$ cat src/rtl/regbank_pkg.sv
// regbank_pkg: bank select map, write source codes and arbiter FSM states
package regbank_pkg;
    localparam int unsigned NOP_SEL = 35;
    localparam int unsigned W_SEL   = 34;
    localparam int unsigned PI0_SEL = 28;
    localparam int unsigned PI1_SEL = 29;
    localparam int unsigned PO0_SEL = 30;
    localparam int unsigned PO1_SEL = 31;
    localparam logic [1:0] SRC_CPU = 2'd0;
    localparam logic [1:0] SRC_MEM = 2'd1;
    localparam logic [1:0] SRC_DBG = 2'd2;
    typedef enum logic {NORMAL, FORCE} arb_state_t;
    // Input ports PI0/PI1 sit just above the general registers and are read-only
    function automatic logic sel_is_writable(input int unsigned sel);
        return (sel < PI0_SEL && sel != PI1_SEL) || sel == PO0_SEL || sel == PO1_SEL || sel == W_SEL;
    endfunction
endpackage

$ cat src/rtl/regbank_write_arbiter_rr_arb2.sv
// rr_arb2: two-requester round-robin arbiter; pointer remembers the last winner
module rr_arb2 (
    input  logic       clk,
    input  logic       reset,
    input  logic       en,
    input  logic [1:0] req,
    output logic [1:0] gnt
);
    logic last;
    always_comb gnt = !en ? 2'b00 : req == 2'b11 ? (last ? 2'b01 : 2'b10) : req;
    always_ff @(posedge clk)
        if (reset) last <= 1'b1;
        else if (|gnt) last <= gnt[1];
endmodule

$ cat src/rtl/regbank_write_arbiter.sv
// regbank_write_arbiter: shares the bank write port between CPU, memory-load and debug writers
module regbank_write_arbiter
    import regbank_pkg::*;
#(
    parameter int DATA_W       = 16,
    parameter int SEL_W        = 6,
    parameter int STARVE_LIMIT = 4
) (
    input  logic              clk,
    input  logic              reset,
    input  logic              cpu_valid,
    input  logic [SEL_W-1:0]  cpu_sel,
    input  logic [DATA_W-1:0] cpu_data,
    output logic              cpu_stall,
    input  logic              mem_valid,
    input  logic [SEL_W-1:0]  mem_sel,
    input  logic [DATA_W-1:0] mem_data,
    output logic              mem_ready,
    input  logic              dbg_valid,
    input  logic [SEL_W-1:0]  dbg_sel,
    input  logic [DATA_W-1:0] dbg_data,
    output logic              dbg_ready,
    output logic [SEL_W-1:0]  Sel_C,
    output logic [DATA_W-1:0] Data_C,
    output logic              wr_reject,
    output logic [1:0]        reject_src
);
    arb_state_t        state;
    logic [3:0]        starve;
    logic [1:0]        gnt;
    logic              cpu_take, take, legal, pending, sec_en;
    logic [SEL_W-1:0]  take_sel;
    logic [DATA_W-1:0] take_data;
    logic [1:0]        take_src;

    rr_arb2 u_rr (
        .clk   (clk),
        .reset (reset),
        .en    (sec_en),
        .req   ({dbg_valid, mem_valid}),
        .gnt   (gnt)
    );

    always_comb begin
        cpu_stall = reset || state == FORCE;
        cpu_take  = cpu_valid && !cpu_stall;
        sec_en    = !reset && (state == FORCE || !cpu_valid);
        mem_ready = gnt[0];
        dbg_ready = gnt[1];
        pending   = mem_valid || dbg_valid;
        take      = cpu_take || |gnt;
        take_src  = cpu_take ? SRC_CPU : gnt[1] ? SRC_DBG : SRC_MEM;
        take_sel  = cpu_take ? cpu_sel : gnt[1] ? dbg_sel : mem_sel;
        take_data = cpu_take ? cpu_data : gnt[1] ? dbg_data : mem_data;
        legal     = sel_is_writable(32'(take_sel));
    end

    // FORCE lasts one cycle; the counter only survives CPU wins over a pending secondary
    always_ff @(posedge clk) begin
        if (reset) begin
            state      <= NORMAL;
            starve     <= '0;
            Sel_C      <= SEL_W'(NOP_SEL);
            Data_C     <= '0;
            wr_reject  <= 1'b0;
            reject_src <= SRC_CPU;
        end else begin
            state  <= NORMAL;
            starve <= '0;
            if (cpu_take && pending) begin
                if (starve + 4'd1 == 4'(STARVE_LIMIT)) state <= FORCE;
                else starve <= starve + 4'd1;
            end
            Sel_C     <= take && legal ? take_sel : SEL_W'(NOP_SEL);
            wr_reject <= take && !legal;
            if (take && legal) Data_C <= take_data;
            if (take && !legal) reject_src <= take_src;
        end
    end
endmodule

$ cat config.mk
export PLATFORM = sky130hd
export DESIGN_NAME = regbank_write_arbiter
export DESIGN_NICKNAME = d
export VERILOG_FILES = /design/src/rtl/regbank_pkg.sv /design/src/rtl/regbank_write_arbiter_rr_arb2.sv /design/src/rtl/regbank_write_arbiter.sv
export SDC_FILE = /design/constraint.sdc
export NUM_CORES = 1
export LEC_CHECK = 0
export CAP_MARGIN = 20
export CORE_MARGIN = 10
export CORE_UTILIZATION = 41
export CTS_BUF_LIST = sky130_fd_sc_hd__clkbuf_2
export DETAILED_ROUTE_END_ITERATION = 6
export GPL_TIMING_DRIVEN = 1
export HOLD_SLACK_MARGIN = 0.1
export PLACE_DENSITY_LB_ADDON = 0.08
export SLEW_MARGIN = 25
export SYNTH_ARGS = -nofsm -noshare
export SYNTH_HDL_FRONTEND = slang
export SYNTH_SLANG_ARGS = --single-unit
$ cat constraint.sdc
create_clock -name clk -period 4.4 [get_ports clk]
set_input_delay 0.88 -clock clk [delete_from_list [all_inputs] [get_ports clk]]
set_output_delay 0.88 -clock clk [all_outputs]
set_load 0.005 [all_outputs]
# After elaboration in Yosys (flattened, before gate mapping)
# Index checks and enable logic that the tools add are counted.
[totals]
reg_bits = 31
in_bits = 71
out_inout_bits = 28
wordCells = 48
[op_classes]
addsub = 1
order_cmp = 1
eq_ne = 6
muxes = 10
n_bitwise = 2
n_reduce_logical = 21
[ops]
columns = ["operator", "count"]
rows = [
  ["2-to-1 mux 16 bit", 2],
  ["equality test 6 x 5 -> 1 bit (second input constant)", 2],
  ["2-to-1 mux 6 bit", 2],
  ["2-to-1 mux 2 bit", 5],
  ["logical OR 1 bit", 7],
  ["equality test 6 bit (second input constant)", 1],
  ["logical AND 1 bit", 6],
  ["< comparator 6 x 5 -> 1 bit (second input constant)", 1],
  ["!= test 6 x 5 -> 1 bit (second input constant)", 1],
  ["OR reduction 2 bit", 3],
  ["adder 4 x 1 -> 4 bit (second input constant)", 1],
  ["equality test 4 x 3 -> 1 bit (second input constant)", 1],
  ["zero test 1 bit", 4],
  ["OR reduction 3 bit", 1],
  ["equality test 2 bit (second input constant)", 1],
  ["NOT 1 bit", 2],
  ["2-to-1 mux 1 bit", 1],
]

# Longest topological paths before layout
[logic_depth]
ltp_word = 14
ltp_mapped = 11
mapped_depth_nobuf = 8

# By module
# A second synthesis with hierarchy kept.
[hier_totals]
hier_cells = 201
hier_area_um2 = 1793.0
[modules_own_cells]
columns = ["mod", "n_inst", "cells_each", "area_per_inst_um2", "seq_area_each_um2"]
rows = [
  ["regbank_write_arbiter", 1, 193, 1734.2, 600.6],
  ["rr_arb2", 1, 8, 58.8, 20.0],
]

# Least setup slack after synthesis
# Ideal clock, no wire load.
[synth_timing]
kind = "input port to flip-flop"
from = "in reset"
to = "reg Data_C[0]"
setup_ns = 0.123
arrival_ns = 2.725
required_time_ns = 4.277
path_slack_ns = 1.551
cell_stages = 9
n_path_buf = 2
cell_sequence = "buf_4 -> a21oi_1 -> nand3_2 -> inv_2 -> buf_4 -> a221oi_1 -> a41oi_2 -> nor2_8 -> mux2_1"
[synth_via]
elab_chain_len = 11
word_cells_on_any_way = 22
cone_classes = "order compare (1); eq/ne (4); mux (5); reduce/logical (12)"
[synth_lines]
columns = ["item", "line", "source"]
rows = [
  ["start: declaration", "regbank_write_arbiter.sv:10", "input logic reset,"],
  ["zero test 1 bit", "regbank_write_arbiter.sv:47", "sec_en = !reset && (state == FORCE || !cpu_valid);"],
  ["logical AND 1 bit", "regbank_write_arbiter.sv:47", ""],
  ["2-to-1 mux 2 bit", "regbank_write_arbiter_rr_arb2.sv:10", "always_comb gnt = !en ? 2'b00 : req == 2'b11 ? (last ? 2'b01 : 2'b10) : req;"],
  ["2-to-1 mux 6 bit (2 in series)", "regbank_write_arbiter.sv:53", "take_sel = cpu_take ? cpu_sel : gnt[1] ? dbg_sel : mem_sel;"],
  ["< comparator 6 x 5 -> 1 bit or != test 6 x 5 -> 1 bit (tied branches)", "regbank_pkg.sv:15", "return (sel < PI0_SEL && sel != PI1_SEL) || sel == PO0_SEL || sel == PO1_SEL || sel == W_SEL;"],
  ["logical AND 1 bit", "regbank_pkg.sv:15", ""],
  ["logical OR 1 bit (3 in series)", "regbank_pkg.sv:15", ""],
  ["logical AND 1 bit", "regbank_write_arbiter.sv:76", "if (take && legal) Data_C <= take_data;"],
  ["end signal: assignment", "regbank_write_arbiter.sv:76", ""],
  ["end: declaration", "regbank_write_arbiter.sv:24", "output logic [DATA_W-1:0] Data_C,"],
]
# Parallel ways exist; a longest one is shown, timed or not.
# A chain may end at the register's enable or synchronous reset.

# Final worst setup path
[layout_timing]
from = "in cpu_valid"
to = "out dbg_ready"
[layout_via]
elab_chain_len = 4
[layout_lines]
columns = ["item", "line", "source"]
rows = [
  ["start: declaration", "regbank_write_arbiter.sv:11", "input logic cpu_valid,"],
  ["zero test 1 bit", "regbank_write_arbiter.sv:47", ""],
  ["logical OR 1 bit", "regbank_write_arbiter.sv:47", ""],
  ["logical AND 1 bit", "regbank_write_arbiter.sv:47", ""],
  ["2-to-1 mux 2 bit", "regbank_write_arbiter_rr_arb2.sv:10", ""],
  ["end: declaration", "regbank_write_arbiter.sv:22", "output logic dbg_ready,"],
]
# No other way between the ends.

==> impl_metrics.tcl <==
set metrics [dict create \
    final.min_clock_period_ps 3690 \
    synth-seq-cells 31 \
    initialDrtViolationCount 173 \
    met3_usage 0.0710 \
    grt_first_pass_wirelength_mm 7.71 \
    hpwl_mm 4.07 \
    slew_viol_final 0 \
    fin_cells 309 \
    timing_hold_violations_final 0 \
    syn-instance-count 164 \
    clock_skew_ps 11.5 \
    clock.fmax_ghz 0.271 \
    floorplan.rows 22 \
    synth_seq_area_share 0.393 \
    die_y_um 82.1 \
    avgSynthCellArea_um2 9.64 \
    numCtsBuffers 5 \
    yosys_most_used_dff "dfxtp_1" \
    vdd_ir_drop_max_v 0.000225 \
    synthArstFlopShare 0 \
    coreArea_mm2 0.00369 \
    worst_pin_slew_ps 628 \
    dr.pass1.iters 7 \
    viasPerCell 5.27 \
    ys_types 40 \
    drive_above_1_share 0.0613 \
    hp-class "flop to flop" \
    met2_usage 0.231 \
    critical_path_arrival_ps 2810 \
    critPathLaunchType "input port" \
    worstSetupEndpointType "output pin" \
    wire_per_inst_um 16.6 \
    ys_warn_count 0 \
    pre_cts_slack_ps 550 \
    clk_pin_slew_ps 170 \
    setup-violations-final 0 \
    relSlewSlack 0.581 \
    area_growth_pct 66.9 \
    fin_crit_sh 0.839 \
    synth_fp_nets 236 \
    tns_ps 0 \
    drc 5 \
    use_met1 0.175 \
    synth_edf_count 0 \
    worstPathMaxFanout 20 \
    start_util 0.428 \
    vias 1629 \
    grt-busiest-layer "met2" \
    maxCapViolations 0 \
    power.leakage_nw 0.985 \
    h-tree-depth 2 \
    fin_nets 332 \
    clock_path_buffers 2 \
    antenna_found_initial 0 \
    cts.sinks 31 \
    fin_util 0.715 \
    grt_max_degree 36 \
    fillers 317 \
    dp.cells 301 \
    setup_slack_ps 709 \
    fp.dieArea_mm2 0.00674 \
    critPathKind "input port to output pin" \
    layout_common_cells "clkdlybuf4s50_1 (98), dfxtp_1 (31), nand2b_1 (22)" \
    n_antenna_cell 0 \
    tritoncts "yes" \
    clockRootBuffer "clkbuf_2" \
    ant_nets 0 \
    violations "design-rule violations" \
    status "complete, but fails checks" \
    holdBufCountCts 0 \
    final_common_cell "clkdlybuf4s50_1" \
    grt_overflow 0 \
    worstPathRequired_ps 3520 \
    cts_setup_buffers 0 \
    rsz0062_at_grt "no" \
    post_cts_resize_count 0 \
    wl_mm 5.14 \
    ioPinCount 99 \
    power_density_mw_per_mm2 277 \
    gp_congestion 0.862 \
    grt_pass1_vias 1578 \
    track_usage 0.147 \
    holdWs_ps 456 \
    clock_latency_ps 380 \
    dieWidth_um 82.1 \
    portBuffers 98 \
    syn-cell-area_mm2 0.00158 \
]
[worst max-delay path: stages]
cell             delay, ps
clkdlybuf4s50_1        390
nand2b_1               300
nand3_2                270
inv_2                  370
clkdlybuf4s50_1        580
[report_power, final]
group | total (mW) | switching, mW | internal (mW)
clock | 0.204 | 0.107 | 0.0963
sequential | 0.316 | 0.0111 | 0.305
combinational | 0.212 | 0.0777 | 0.134
total | 0.731 | 0.196 | 0.535
[flip-flops by register name, summed over array words and instances (netlist names)]
register    count
reject_src      2
Sel_C           6
state           1
wr_reject       1
u_rr.last       1
starve          4
Data_C         16
[synthesized netlist by cell type (all sizes together) (2+ instances only)]
cell / number / area [µm²]
buf: 5 / 45.0
nor2b: 3 / 18.8
a222oi: 14 / 140
mux2i: 16 / 160
nand2: 11 / 41.3
mux2: 2 / 22.5
o21ai: 7 / 35.0
dfxtp: 31 / 621
nor3: 3 / 15.0
and2: 2 / 12.5
o31a: 2 / 17.5
nand2b: 22 / 138
a221oi: 2 / 17.5
a221o: 3 / 30.0
nor2: 13 / 65.1
clkbuf: 6 / 22.5
inv: 3 / 11.3
a21oi: 2 / 10.0
a41oi: 2 / 25.0
nand3: 2 / 15.0
[logic make-up after synthesis]
| group | share of synthesized area |
|---|---|
| AND/OR/NAND/NOR | 0.201 |
| AO/OA/AOI/OAI | 0.222 |
| flip-flops | 0.393 |
| multiplexers | 0.116 |
| buffers and inverters | 0.0499 |
| XOR/XNOR | 0.0111 |
| adder cells (fa/ha/maj) | 0.00792 |
[cell type report]
type | count | area [µm²] | share of cell area
clock buffer | 5 | 25.0 | 0.00949
clock inverter | 3 | 43.8 | 0.0166
inverter | 3 | 11.3 | 0.00427
multi-input combinational | 119 | 881 | 0.334
sequential | 31 | 621 | 0.235
tap | 48 | 60.1 | 0.0228
timing repair buffer | 100 | 996 | 0.378
[through the flow]
step	total power, mW	area, µm²
final	0.731	2640
after global placement	0.533	2570
after global routing	0.771	2640
after detailed placement	0.536	2570
after floorplan	0.410	1580
after CTS	0.742	2640
[final timing paths]
| path | cells after the start | slack, ps | from | end |
|---|---|---|---|---|
| setup / recovery | 5 | 710 | cpu_valid | dbg_ready |
| hold reg to reg | 1 | 460 | starve[0] | starve[0] |
| hold / removal | 1 | 460 | starve[0] | starve[0] |
| setup reg to reg | 7 | 1500 | state | Data_C[0] |
[layer usage]
metal  part of all wire  up-vias
met1               0.41      742
met2               0.49       71
met4             0.0045        0
met5                  0        -
met3              0.095        5
li1                   -      811
No activity file was read; power rests on OpenSTA's default activity.
